File: src/rtl/divisivel_serial.sv
// Serial divisibility checker: takes a word MSB first and tracks the running remainder
// modulo DIVISOR, then reports divisibility and the final remainder on a one-cycle valid pulse.
module divisivel_serial #(
  parameter int DIVISOR   = 3,
  parameter int WORD_BITS = 3,
  localparam int RW = ($clog2(DIVISOR) > 1) ? $clog2(DIVISOR) : 1,
  localparam int CW = ($clog2(WORD_BITS + 1) > 1) ? $clog2(WORD_BITS + 1) : 1
) (
  input  logic          clk,
  input  logic          reset,
  input  logic          clear,
  input  logic          ready,
  input  logic          bit_in,
  output logic          busy,
  output logic          valid,
  output logic          out,
  output logic [RW-1:0] remainder
);

  if (DIVISOR < 2 || WORD_BITS < 1) begin : g_param_check
    $error("divisivel_serial: DIVISOR must be >= 2 and WORD_BITS >= 1");
  end

  typedef enum logic [0:0] {StIdle, StAccum} state_e;

  state_e        state_q, state_d;
  logic [CW-1:0] count_q, count_d;
  logic [RW-1:0] rem_q, rem_d;
  logic          valid_q, valid_d;
  logic          out_q, out_d;
  logic [RW-1:0] remainder_q, remainder_d;

  // One shift-and-reduce step; since r < DIVISOR, 2r+b < 2*DIVISOR needs at most one subtract.
  function automatic logic [RW-1:0] mod_step(input logic [RW-1:0] r, input logic b);
    logic [RW:0] t;
    t = {r, b};
    if (t >= (RW+1)'(DIVISOR)) begin
      t = t - (RW+1)'(DIVISOR);
    end
    return t[RW-1:0];
  endfunction

  logic [RW-1:0] rem_base;
  logic [CW-1:0] count_base;
  logic [RW-1:0] rem_nxt;
  logic [CW-1:0] count_nxt;

  always_comb begin
    rem_base   = (state_q == StIdle) ? '0 : rem_q;
    count_base = (state_q == StIdle) ? '0 : count_q;
    rem_nxt    = mod_step(rem_base, bit_in);
    count_nxt  = count_base + CW'(1);
  end

  always_comb begin
    state_d     = state_q;
    count_d     = count_q;
    rem_d       = rem_q;
    valid_d     = 1'b0;
    out_d       = out_q;
    remainder_d = remainder_q;

    if (clear) begin
      state_d = StIdle;
      count_d = '0;
      rem_d   = '0;
    end else if (ready) begin
      unique case (state_q)
        StIdle, StAccum: begin
          if (count_nxt == CW'(WORD_BITS)) begin
            state_d     = StIdle;
            count_d     = '0;
            rem_d       = '0;
            valid_d     = 1'b1;
            out_d       = (rem_nxt == '0);
            remainder_d = rem_nxt;
          end else begin
            state_d = StAccum;
            count_d = count_nxt;
            rem_d   = rem_nxt;
          end
        end
        default: begin
          state_d = StIdle;
          count_d = '0;
          rem_d   = '0;
        end
      endcase
    end
  end

  always_ff @(posedge clk or negedge reset) begin
    if (!reset) begin
      state_q     <= StIdle;
      count_q     <= '0;
      rem_q       <= '0;
      valid_q     <= 1'b0;
      out_q       <= 1'b0;
      remainder_q <= '0;
    end else begin
      state_q     <= state_d;
      count_q     <= count_d;
      rem_q       <= rem_d;
      valid_q     <= valid_d;
      out_q       <= out_d;
      remainder_q <= remainder_d;
    end
  end

  assign busy      = (state_q == StAccum);
  assign valid     = valid_q;
  assign out       = out_q;
  assign remainder = remainder_q;

endmodule

File: config.mk
export PLATFORM = sky130hd
export DESIGN_NAME = divisivel_serial
export DESIGN_NICKNAME = d
export VERILOG_FILES = /design/src/rtl/divisivel_serial.sv
export SDC_FILE = /design/constraint.sdc
export NUM_CORES = 1
export LEC_CHECK = 0
export ABC_AREA = 1
export BUFFER_PORTS_ARGS = -buffer_cell sky130_fd_sc_hd__buf_4
export CORE_AREA = 4 4 41 43
export DETAILED_ROUTE_END_ITERATION = 7
export DIE_AREA = 0 0 45 47
export GPL_TIMING_DRIVEN = 0
export SLEW_MARGIN = 40
export SYNTH_ARGS = -nofsm -noshare
export SYNTH_HDL_FRONTEND = slang
export SYNTH_SLANG_ARGS = --single-unit
File: constraint.sdc
create_clock -name clk -period 3 [get_ports clk]
set_input_delay 0.45 -clock clk [delete_from_list [all_inputs] [get_ports clk]]
set_output_delay 0.45 -clock clk [all_outputs]
set_load 0.05 [all_outputs]
# Word-level counts from Yosys, hierarchy flattened

Index checks and enable logic that the tools add are counted.

Register bits: 9
Word-level logic and storage cells: 29

Add/sub/neg operators: 2
$lt $le $gt $ge: 1
Equal/unequal tests: 1
Mux-type cells: 15
Bitwise gates (word level): 1
Reductions and logical operators: 3

Operators by type and width:

| operator                                                              | count |
|---|---|
| 2-bit two-way mux                                                     | 9 |
| 1-bit two-way mux                                                     | 6 |
| 3-bit by 2-bit >= comparator with 1-bit output, second input constant | 1 |
| 3-bit AND reduction                                                   | 1 |
| 2-bit by 1-bit adder with 2-bit output, second input constant         | 1 |
| 2-bit equality test, second input constant                            | 1 |
| 2-bit logical NOT                                                     | 1 |
| 2-bit nonzero test                                                    | 1 |
| 2-bit subtractor, second input constant                               | 1 |
| 1-bit inverter                                                        | 1 |

# Logic depth before layout (Yosys ltp)

Gate-level depths: netlist of run 1.

Depth after elaboration: 6
Mapped depth: 9
Depth with buffers taken out: 9

# Worst setup path after synthesis of run 1

OpenSTA, ideal clock, no wires.

Path kind: register -> register
Start point: register state_q, in the netlist busy
End point: register out_q, in the netlist out
Data arrival time: 1.381 ns
Required time: 2.934 ns
Slack: 1.553 ns
Cell stages (with the launch flop): 9
Period minus slack after synthesis: 1.447 ns
Cell sequence: dfrtp_1 > nand2_1 > inv_1 > ha_1 > inv_1 > nand2_1 > nand2_1 > nand3_1 > nand2_1

Longest elaborated chain between the ends: 4
Elaborated cells on any way between the ends: 9
Classes of those cells: add/sub: 2; order compare: 1; eq/ne: 1; mux: 3; reduce/logical: 2

RTL lines:

| what                                                               | line   | text |
|---|---|---|
| start: declaration                                                 | 26     | `state_e state_q, state_d;` |
| start signal: assignment                                           | 94     | `state_q <= StIdle;` |
| start signal: assignment                                           | 101    | `state_q <= state_d;` |
| 2-bit two-way mux (on tied branches)                               | 50, 49 |  |
| 2-bit by 1-bit adder with 2-bit output (tied with other cells)     | 52     | `count_nxt = count_base + CW'(1);` |
| 2-bit equality test or 2-bit two-way mux (tied branches)           | 70, 37 |  |
| 3-bit AND reduction (no line) or 2-bit logical NOT (tied branches) | -      |  |
| end signal: assignment                                             | 105    | `out_q <= out_d;` |
| end: declaration                                                   | 30     | `logic out_q, out_d;` |

Several ways; a longest one is shown, not always the timed one.
A chain may end at the register's enable or synchronous reset.

# Final worst setup path of run 1

Start point: register state_q, in the netlist busy
End point: output busy

RTL lines:

| what             | line | text |
|---|---|---|
| end: declaration | 14   | `output logic busy,` |

No word-level cell between the ends.

==> metrics list, run 1 <==
- FILL cells: ~140
- Along the worst hold path, the cell count comes to 2.
- The clock reaches the later pin of the worst-skew pair after roughly 250 ps.
- Post-Syn Instances: 51
- Number of H-tree levels: 1
* Standby leakage power: between 0.2 and 0.3 nW
- After global routing the overflow that remains totals 0.
- Hold Path Origin: out
* Worst Path Max Fanout: 6
- Initial cell density of the core: 0.327
* Final Critical Period: 1380 ps
* Vertical die dimension: 47 µm
* Final-report max-slew violation count: 0
- Critical Path Start Type: flop
- For the worst flop-to-flop path, the logic depth is 8.
* Dominant delay contributor by cell family on the critical path: flip-flops
- At the pin with the least slew margin, the transition time is just over 200 ps.
- Across every metal layer, demand over resource in global routing totals 0.0791.
- Headroom to the max-slew limit came out at 0.863.
- The run finished with clean final reports.
- Area enclosed by the die boundary: between 2000 and 2500 µm²
* Share of synthesized area occupied by flip-flops and latches: 0.529
- The critical path is of the flop to output port type.
- Averaged over all synthesized cells, the footprint is 8.34 µm².
- The worst register-to-register path begins at busy.
- From synthesis to final layout, the design area changed by 28.8%.
- Post-layout worst setup margin: 1620 ps
- Pin placement for this block handled 10 I/O pins.
- Unrepaired setup endpoints after global routing: false
- TritonCTS built the clock tree.
- The synthesized design contains 9 register bits.
- Slowest cell on crit path: sky130_fd_sc_hd__dfrtp_1
* Starting DRC count in detailed routing: 8
- Distinct cell type count of the synthesized netlist: 14
- After synthesis the cells add up to 425 µm².
* Combined buffer and inverter count along the critical path: 1
- The number of antenna violations at the first check in global routing was 0.
- CTS saw 9 sinks.
* Total length of routed wires: approximately 700 µm
* Synthesized Nets: between 50 and 60
- Final hold viol count: 0
- Layout Skew: 4.25 ps
- Max IR drop VDD: about 0.34 mV
- Placed instance area: between 500 and 600 µm²
* Final GP Congestion: between 0.7 and 0.8
* Clock tree buffer depth: 2
- Setup slack on the worst reg-to-reg path comes out at 1670 ps.
* Pre-CTS setup slack: 1670 ps
- Setup violations remaining at the end of the flow were counted as 0.
- In the final layout, the share of cells above drive strength 1 is 0.246.
- The first detailed-routing pass ran for 4 iterations.
- Walking the worst path, the cells encountered are buf_4.
- The worst hold path terminates at out.
- Measured along the x axis, the die boundary spans between 40 and 50 µm.
* Clock slew seen by the registers of the worst setup and hold paths: approximately 60 ps
- Average detailed-routed wire length per instance: ~8.8 µm
- The first global-routing pass estimated about 1.1 mm of wire.
- Once detailed placement completed, the half-perimeter wirelength came to around 570 µm.
- Data required time at the worst endpoint: about 2600 ps
* Max frequency: between 700 and 800 MHz
- In this run the worst hold path is classified as flop to flop.
- In this run the critical register-to-register path is captured at rem_q[0].
* Final-layout setup total negative slack: 0 ps
- Once detail routing completed, the nets flagged for antenna violations numbered 0.
- For this design the ratio of total power to cell area is slightly below 500 nW/µm².
- Of the available clock period, the critical path in the final layout requires 0.461.
* Crit end category: output port
- Total number of vias: between 300 and 400
- Power comes to 0.000267 W.
- For this run, design rule violations remaining after detail routing come to 0.
* Number of warnings issued by yosys: 0
- Number of nets in the layout: 72
- TritonCTS buffer count: 3
- The via count of the first global-routing pass is roughly 280.
- Stage delay of the slowest cell on the critical path: 440 ps
- Maximum number of pins on one net before global-route repair: 10
- The core region is ~1300 µm².
- In this run the core area contains 13 standard-cell rows.
- 0 antenna diodes ended up in the layout.
* Number of port buffers: 9
- Data on the critical path arrives at its endpoint at a little over 900 ps.
- Area of all placed cells without fillers: 548 µm²
- The tool flagged a number of max-cap violations equal to 0.
- Total setup buffers inserted after CTS: 0
- Buffer cell driving the clock tree root: sky130_fd_sc_hd__clkbuf_4
* Average vias per placed instance: approximately 4.3
## stage by stage
stage	hold WS, ps	std cells	util
detailed placement	280	75	0.393
CTS	1.81	79	0.413
floorplan	154	51	-
global route	475	80	0.421
finish	479	80	0.421
global placement	279	75	0.393
## how the worst max path moves through the flow
stage | depth (start not counted) | slack [ps] | end | startpoint
3_5_place_dp | 7 | 1670 | rem_q[0] | bit_in
5_1_grt | 9 | 1480 | out | busy
3_3_place_gp | 7 | 1680 | rem_q[0] | bit_in
2_1_floorplan | 8 | 1550 | out | busy
6_report | 1 | 1620 | busy | busy
4_1_cts | 1 | 1610 | busy | busy
## cells in the final DEF, fill, tap and decap left out
master                          Yosys  layout
sky130_fd_sc_hd__nand2_1           15      15
sky130_fd_sc_hd__inv_1             10      10
sky130_fd_sc_hd__dfrtp_1            9       9
sky130_fd_sc_hd__buf_4              0       9
sky130_fd_sc_hd__nand3_1            3       3
sky130_fd_sc_hd__o21ai_1            3       3
sky130_fd_sc_hd__o21ai_0            3       3
sky130_fd_sc_hd__clkbuf_4           0       3
sky130_fd_sc_hd__nand3_2            1       1
sky130_fd_sc_hd__nor2_2             1       1
sky130_fd_sc_hd__nor2_4             1       1
sky130_fd_sc_hd__inv_2              1       1
sky130_fd_sc_hd__nor2_1             1       1
sky130_fd_sc_hd__o211ai_1           1       1
sky130_fd_sc_hd__o22ai_1            1       1
sky130_fd_sc_hd__ha_1               1       1
sky130_fd_sc_hd__clkbuf_1           0       1
sky130_fd_sc_hd__dlygate4sd3_1      0       1
## worst reg2reg max path: cells and delay by family (launching register included)
| kind | cells | cell delay (ps) |
|---|---|---|
| DFF | 1 | 440 |
| and+or+nand+nor | 4 | 360 |
| adders and majority gates | 1 | 170 |
| AOI/OAI and AO/OA | 1 | 170 |
| buffers and inverters | 2 | 120 |
## Yosys cell counts
cell	number	area, µm²
sky130_fd_sc_hd__inv_2	1	3.75
sky130_fd_sc_hd__o21ai_0	3	15.0
sky130_fd_sc_hd__nand3_1	3	15.0
sky130_fd_sc_hd__dfrtp_1	9	225
sky130_fd_sc_hd__nor2_1	1	3.75
sky130_fd_sc_hd__o211ai_1	1	7.51
sky130_fd_sc_hd__inv_1	10	37.5
sky130_fd_sc_hd__o22ai_1	1	6.26
sky130_fd_sc_hd__nand3_2	1	10.0
sky130_fd_sc_hd__nand2_1	15	56.3
sky130_fd_sc_hd__o21ai_1	3	15.0
sky130_fd_sc_hd__nor2_2	1	6.26
sky130_fd_sc_hd__ha_1	1	12.5
sky130_fd_sc_hd__nor2_4	1	11.3
## power breakdown
group,internal [W],switching [W]
combinational,0.0000155,0.0000302
clock,0.0000510,0.0000382
sequential,0.000128,0.00000445
## routing by layer
layer,track usage,routed length (µm)
met4,0.0175,6
met2,0.124,315
met5,0,0
met3,0.0690,67
met1,0.0798,312
## timing repair
| action | CTS | global route |
|---|---|---|
| hold buffers | 0 | 1 |
| endpoints found under the hold margin | 0 | 9 |
| resized for setup | 0 | 0 |
## logic make-up after synthesis
family / after synthesis / synth area share
buffers and inverters: 11 / 0.0971
AOI/OAI and AO/OA: 8 / 0.103
and+or+nand+nor: 22 / 0.241
DFF: 9 / 0.529
adders and majority gates: 1 / 0.0294
## cell type report
type	count	area [µm²]	area share
tap	15	18.8	0.0342
multi-input combinational	31	159	0.290
clock buffer	4	26.3	0.0479
timing repair buffer	10	77.6	0.142
inverter	11	41.3	0.0753
sequential	9	225	0.411
## sequential cells by signal (all words and copies together) (netlist names)
signal	count
valid	1
count_q	2
busy	1
out	1
rem_q	2
remainder	2
(Power assumes the default switching activity.)
==> run 2, diff against run 1 <==
clock period = 1.1 ns   (was 3 ns; I/O delays follow)
==> metrics list, run 2 (synthesized netlist as in run 1, its figures left out) <==
* TritonCTS clock tree: built
- The path class of the tightest hold or removal check is input port to flop.
- Area added between synthesis and finish: 55.3%
- Hold Path Origin: ready
- Standby leakage power: 0.329 nW (+16%)
- The maximum level of the CTS H-tree was 1 (unchanged).
- Launching element of the worst setup path: busy
- The worst-case register-to-register setup slack is -90 ps (-1760 ps).
- The count of unresolved DRC violations after routing came to 0 (unchanged).
- Std-Cell Core Area: 1300 µm² (unchanged)
* Overall track demand over capacity in global routing: 0.100 (+0.0212)
- The reported net switching power was 0.000227 W (+210%).
- The final count of hold timing violations is 0 (unchanged).
- Worst setup path category: flop to flop
* Power density over the cells: 1180 nW/µm² (+140%)
* Initial antenna violation count: 0 (unchanged)
- Switching share of power: 0.291 (+0.0181)
- The routed via count divided by cell count came to 4.67 (+7.9%).
- Layout Cells excl Fill: 84 (+5.0%)
- The number of top-level pins was 10 (unchanged).
- Data required time at the worst endpoint: 1250 ps (-1300 ps)
* Max frequency: around 840 MHz
- The maximum count of clock buffers along a single path was 2 (unchanged).
- Worst Path Max Fanout: 3 (-3)
- The count of TritonRoute iterations in the first routing pass was 4 (unchanged).
- Crit end category: flop
* Final critical-path share of the clock period: 1.09
- The standard-cell row count came to 13 (unchanged).
* Number of endpoints failing setup at the final stage: 6 (+6)
- Average detailed-routed wire length per instance: 11.4 µm (+30%)
- The post-layout net count was 76 (+5.6%).
* Most frequent cells in the layout: sky130_fd_sc_hd__buf_4 (12), sky130_fd_sc_hd__nand2_1 (9), sky130_fd_sc_hd__inv_1 (8), sky130_fd_sc_hd__dfrtp_1 (8), sky130_fd_sc_hd__nand2_2 (4)
* Detailed Place HPWL: 607 µm (+6.6%)
- Crit path arrival time: 1350 ps (+420 ps)
- Final-report max-slew violation count: 0 (unchanged)
- The maximum number of pins on one net before global-route repair was 10 (unchanged).
* Internal Pwr Total: 0.000554 W (+180%)
- First-pass GRT wire length: 1.45 mm (+31%)
- The source-to-sink clock delay at the later pin of the worst-skew pair was 260 ps (about the same).
* Total congestion overflow after global routing: 0 (unchanged)
- Final Critical Period: around 1200 ps
- Post-layout worst setup margin: -94.3 ps (-1710 ps)
- The die extent in y is 47 µm (unchanged).
- The number of violations of the max-capacitance limit came to 0 (unchanged).
- The final worst hold slack was 190 ps (-289 ps).
* Number of port buffers: 9 (unchanged)
- The DRC violation total after the first TritonRoute iteration is 3 (-5).
- Unrepaired setup endpoints after global routing: true
* Clock slew seen by the registers of the worst setup and hold paths: 60 ps (about the same)
- The worst supply voltage drop on vdd is 0.810 mV (+140%).
* Via count of the first global-routing pass: 349 (+26%)
- Relative slew margins: 0.863 (about the same)
* Buffer cell driving the clock tree root: sky130_fd_sc_hd__clkbuf_4
* Share of total power in the clock network: 0.320 (-0.014)
- The worst register-to-register path begins at busy.
* Critical Path Start Type: flop
- TritonCTS buffer count: 3 (unchanged)
- The weighted congestion reported at the end of routability-driven placement was 0.673 (-9.1%).
- Most frequent standard cell in the layout excluding fill and tap cells: sky130_fd_sc_hd__buf_4
- Share of final-layout standard cells stronger than drive strength 1: 0.493 (+0.247)
- Combinational share of power: 0.220 (+0.049)
- The run finished, with violations left.
- The detailed-route wire length came to 958 µm (+36%).
- Violated checks: setup timing
- The CTS sink count is 9 (unchanged).
- The overall via count from detail_route was 392 (+13%).
- Antenna-violating nets left: 0 (unchanged)
- The transition time at the pin with the least slew margin was 204 ps (-0.631 ps).
* Initial cell density of the core: 0.327 (unchanged)
* Antenna Diode Count: 0 (unchanged)
- The sequential share of power came to 0.461 (-0.034).
- The worst-case clock skew was 1.56 ps (-2.69 ps).
- Post-Place Cells: 75 (unchanged)
- Die width: 45 µm (unchanged)
- The die area was 2120 µm² (unchanged).
[run 2: changes by cell type in the layout (fill, tap and decap cells not counted), moves of 2 or more]
cell                      delta
sky130_fd_sc_hd__nand3_1     -3
sky130_fd_sc_hd__nand2_4     +2
sky130_fd_sc_hd__nand2_2     +4
sky130_fd_sc_hd__inv_1       -2
sky130_fd_sc_hd__nand3_4     +2
sky130_fd_sc_hd__nand2_1     -6
sky130_fd_sc_hd__buf_4       +3
[run 2: final timing paths]
path                       depth (start not counted)      endpoint
setup / recovery                                   9           out
max in group asynchronous                          2          busy
min in group asynchronous                          2  remainder[1]
hold reg to reg                                    2           out
setup reg to reg                                   9           out
hold / removal                                     4      rem_q[0]
[run 2: area by class of cell]
cell class                 count  area (µm²)
fill                         131         641
sequential                     9         226
inverter                      11        43.8
timing repair buffer          14         115
multi-input combinational     31         230
tap                           15        18.8
clock buffer                   4        26.3
[run 2: per-layer routing]
metal / routed length, µm / GRT usage / vias to the layer above
li1: - / - / 199
met1: 376 / 0.119 / 176
met2: 478 / 0.141 / 15
met3: 83 / 0.0728 / 2
met4: 20 / 0.0351 / 0
met5: 0 / 0 / -
[run 2: power by group through the flow]
stage | Sequential (W) | Combinational (W) | Clock, W
after floorplan | 0.000406 | 0.0000416 | 0
final | 0.000360 | 0.000172 | 0.000250
after global placement | 0.000369 | 0.000127 | 0
after detailed placement | 0.000369 | 0.000129 | 0
after CTS | 0.000359 | 0.000153 | 0.000265
after global routing | 0.000361 | 0.000184 | 0.000296
[run 2: repair_timing]
action,CTS,global route
resized for setup,8,9
setup buffers,3,1
setup endpoints to repair,5,6
endpoints found under the hold margin,9,0
pin swaps,8,3
hold buffers,1,0
[run 2: worst max-delay path: stages (launching register included)]
cell	delay, ps
sky130_fd_sc_hd__dfrtp_2	410
sky130_fd_sc_hd__nand2_2	80
sky130_fd_sc_hd__inv_2	40
sky130_fd_sc_hd__ha_4	150
sky130_fd_sc_hd__inv_4	70
sky130_fd_sc_hd__nand3_4	90
sky130_fd_sc_hd__nand2_4	80
sky130_fd_sc_hd__nand2_4	60
sky130_fd_sc_hd__nand3_2	60
sky130_fd_sc_hd__nand2_1	40
[run 2: per-stage QoR]
| step | worst slack, ps | TNS (ps) | instance area [µm²] | utilization | total power (W) |
|---|---|---|---|---|---|
| after detailed placement | -162 | -696 | 528 | 0.406 | 0.000498 |
| final | -94.3 | -392 | 661 | 0.508 | 0.000781 |
| after global placement | -155 | -601 | 528 | 0.406 | 0.000495 |
| after CTS | -71.2 | -310 | 613 | 0.471 | 0.000776 |
| after floorplan | -201 | -857 | 442 | - | 0.000448 |
| after global routing | -151 | -764 | 661 | 0.508 | 0.000842 |
==> run 3, diff against run 2 <==
ABC_AREA = default   (was 1)
==> metrics list, run 3 <==
* Result of the run: finished, violations left
* Violated checks: setup timing
- Most frequent cell after synthesis: sky130_fd_sc_hd__dfrtp_1
* Ys async rst share: 1.00 (unchanged)
* Total congestion overflow after global routing: 0 (unchanged)
- The number of top-level pins is 10 (unchanged).
- The setup slack at placement is -364 ps (-202 ps).
- Class of the most critical hold timing path: input port to flop
- Number of port buffers: 9 (unchanged)
* Power density over the cells: 1200 nW/µm² (+1.6%)
* Initial antenna violation count: 0 (unchanged)
- Via count of the first global-routing pass: 356 (+2.0%)
- Worst Hold Path Cells: 2 (-2)
- The number of violations of the max-capacitance limit is 0 (unchanged).
- The core area was 1300 µm² (unchanged).
- The critical path goes through and2_4, ha_4, o22a_1, mux2_4.
* Final-report max-slew violation count: 0 (unchanged)
* Worst Path Max Fanout: 3 (unchanged)
- Maximum number of pins on one net before global-route repair: 10 (unchanged)
- The worst-case register-to-register setup slack came to -270 ps (-170 ps).
- The total number of yosys warnings was 0 (unchanged).
- First-pass GRT wire length: 1.48 mm (+1.9%)
- The routed via count divided by cell count is 5.12 (+9.7%).
- The clock edge transition at the registers on the reported setup and hold paths is 60 ps (about the same).
- The count of inserted antenna diode cells was 0 (unchanged).
* Number of nets in the layout: 59 (-22%)
* Layout Cells excl Fill: 67 (-20%)
- Critical Path Start Type: flop
- Hold Path Origin: clear
* Transition time at the pin with the least slew margin: 208 ps (+3.60 ps)
* Share of synthesized area occupied by flip-flops and latches: 0.507 (-0.0224)
- Initial cell density of the core: 0.341 (+0.0144)
- FILL cells: 125 (-4.6%)
* Post-Syn Instances: 36 (-29%)
- Share of final-layout standard cells stronger than drive strength 1: 0.596 (+0.103)
* Max frequency: 731 MHz (-13%)
- Overall track demand over capacity in global routing: 0.106 (+0.00608)
- The final count of negative-setup-slack endpoints was 6 (unchanged).
- Dominant delay contributor by cell family on the critical path: flip-flops
- The die area was 2120 µm² (unchanged).
- Synthesized Nets: 42 (-26%)
- Main combinational cell family by area after synthesis: compound AO/OA/AOI/OAI gates
* Relative slew margins: 0.860 (-0.00336)
* Reg2Reg Depth: 4 (-5)
* Standby leakage power: 0.314 nW (-4.7%)
* Slowest cell on crit path: sky130_fd_sc_hd__dfrtp_1
- Starting DRC count in detailed routing: 1 (-2)
* Total number of vias: 343 (-13%)
* Most frequent standard cell in the layout excluding fill and tap cells: sky130_fd_sc_hd__buf_4
* DRC violations left: 0 (unchanged)
- The post-synth design cell area is 444 µm² (+4.4%).
- Launching element of the worst setup path: rem_q[0]
- Final GP Congestion: 0.757 (+12%)
- Distinct cell type count of the synthesized netlist: 23 (+9)
- Most frequent cells in the layout: sky130_fd_sc_hd__buf_4 (10), sky130_fd_sc_hd__dfrtp_1 (8), sky130_fd_sc_hd__nor2_1 (3), sky130_fd_sc_hd__clkbuf_4 (3)
- The area share of the leading cell type in the synthesized netlist was 0.507 (-0.0224).
- The final critical-path setup slack is -268 ps (-173 ps).
* Crit path arrival time: 1520 ps (+170 ps)
- The path with the worst hold slack has its endpoint at count_q[1].
- STA classifies the critical path endpoint as a flop.
* Die width: 45 µm (unchanged)
- The detailed-route wire length came to 918 µm (-4.2%).
* Layout Skew: 2.49 ps (+0.931 ps)
- The register area was 226 µm² (unchanged).
* Number of H-tree levels: 1 (unchanged)
- Final-layout setup total negative slack: -1130 ps (-739 ps)
* Synth Area in Adders: 0.0282 (-0.00124)
- Ranked by total cell area, the synthesized netlist is headed by sky130_fd_sc_hd__dfrtp_1 (51%), sky130_fd_sc_hd__mux2_4 (6.8%), sky130_fd_sc_hd__a22o_1 (3.9%).
- The simple-gate share of the synthesized area is 0.163 (-0.0778).
* Worst setup path category: flop to flop
- Top post-synthesis cells by count: sky130_fd_sc_hd__dfrtp_1 (9), sky130_fd_sc_hd__nor2_1 (3), sky130_fd_sc_hd__a22o_1 (2), sky130_fd_sc_hd__mux2_4 (2), sky130_fd_sc_hd__o21ai_0 (2)
- Area leader, netlist: sky130_fd_sc_hd__dfrtp_1
* TritonCTS clock tree: built
- Multi-input logic area: 270 µm² (+17%)
- The ratio of final minimum period to clock period was 1.24 (+0.157).
- The required time at the worst-slack endpoint came to 1250 ps (about the same).
* Area fraction in compound gates after synthesis: 0.189 (+0.0858)
- Vertical die dimension: 47 µm (unchanged)
* TritonCTS sink count: 9 (unchanged)
* Buffer cell driving the clock tree root: sky130_fd_sc_hd__clkbuf_4
* Final Critical Period: 1370 ps (+173 ps)
- The worst register-to-register path ends at remainder[1].
- Unrepaired setup endpoints after global routing: true
- Leading register cell type out of synthesis: sky130_fd_sc_hd__dfrtp_1
- The number of CTS-inserted buffers is 3 (unchanged).
- Parity-gate share of the synthesized area counting xor and xnor cells: 0 (unchanged)
- Count of TritonRoute iterations in the first routing pass: 4 (unchanged)
- The portion of netlist area occupied by mux cells was 0.0930 (+0.0930).
- The post-route antenna net violation count was 0 (unchanged).
- The final count of hold timing violations is 0 (unchanged).
- The worst register-to-register path begins at rem_q[0].
- Number of synthesized flops with an enable pin: 0 (unchanged)
* Overall Power: 0.000777 W (-0.52%)
- Clock tree buffer depth: 2 (unchanged)
- The routed length per instance is 13.7 µm (+20%).
- The worst supply voltage drop on vdd was 0.579 mV (-28%).
- Rows: 13 (unchanged)
- The source-to-sink clock delay at the later pin of the worst-skew pair was 260 ps (about the same).
- The buffering stage count on the worst path with inverters included is 0 (-2).
* Post-Place Cells: 60 (-20%)
- Area added between synthesis and finish: 45.6%
- Post-Synthesis Mean Instance Area: 12.3 µm² (+48%)
- #FFs+latches synth: 9 (unchanged)
- The largest stage delay on the critical path came to 390 ps (-20 ps).
==> run 3: where the power goes <==
| group | total [W] | switching [W] | leakage [nW] | internal (W) |
|---|---|---|---|---|
| clock | 0.000258 | 0.000118 | 0.0150 | 0.000140 |
| combinational | 0.000158 | 0.0000905 | 0.179 | 0.0000678 |
| sequential | 0.000361 | 0.0000129 | 0.120 | 0.000348 |
| total | 0.000777 | 0.000222 | 0.314 | 0.000556 |
==> run 3: layout make-up <==
type / instances / share of cell area
repair buffers: 12 / 0.149
flip-flops and latches: 9 / 0.350
well taps: 15 / 0.0290
clock buffers: 4 / 0.0406
inverters: 1 / 0.0135
multi-input cells: 26 / 0.418
==> run 3: worst max path at each step <==
stage | to | slack, ps | cells after the start
after global routing | remainder[1] | -290 | 4
after detailed placement | remainder[0] | -360 | 5
after floorplan | remainder[1] | -440 | 4
final | remainder[1] | -270 | 4
after global placement | remainder[1] | -340 | 4
after CTS | remainder[1] | -280 | 4
==> run 3: cells by family (layout without fill, tap and decap cells) <==
logic type / count (synthesis) / after routing
and+or+nand+nor: 11 / 11
DFF: 9 / 9
buffers and inverters: 1 / 17
adders and majority gates: 1 / 1
AOI/OAI and AO/OA: 11 / 11
muxes: 3 / 3
==> run 3: stage by stage <==
step / hold WS [ps] / util / cell area [µm²]
2_1_floorplan: -131 / - / 470
3_3_place_gp: -8.42 / 0.428 / 557
3_5_place_dp: -5.57 / 0.428 / 557
4_1_cts: 59.7 / 0.486 / 632
5_1_grt: 70.6 / 0.497 / 647
6_report: 69.9 / 0.497 / 647
==> run 3: repair_timing <==
item | 4_1_cts | 5_1_grt
buffers inserted | 2 | 0
gates resized for setup | 4 | 2
endpoints found under the setup margin | 6 | 7
pin swaps | 4 | 1
hold buffers | 1 | 0
endpoints found under the hold margin | 9 | 0
==> run 3: routing by layer <==
layer	global-route usage	part of all wire
met2	0.175	0.54
met5	0	0
met1	0.111	0.39
met3	0.0345	0.046
met4	0.0877	0.019
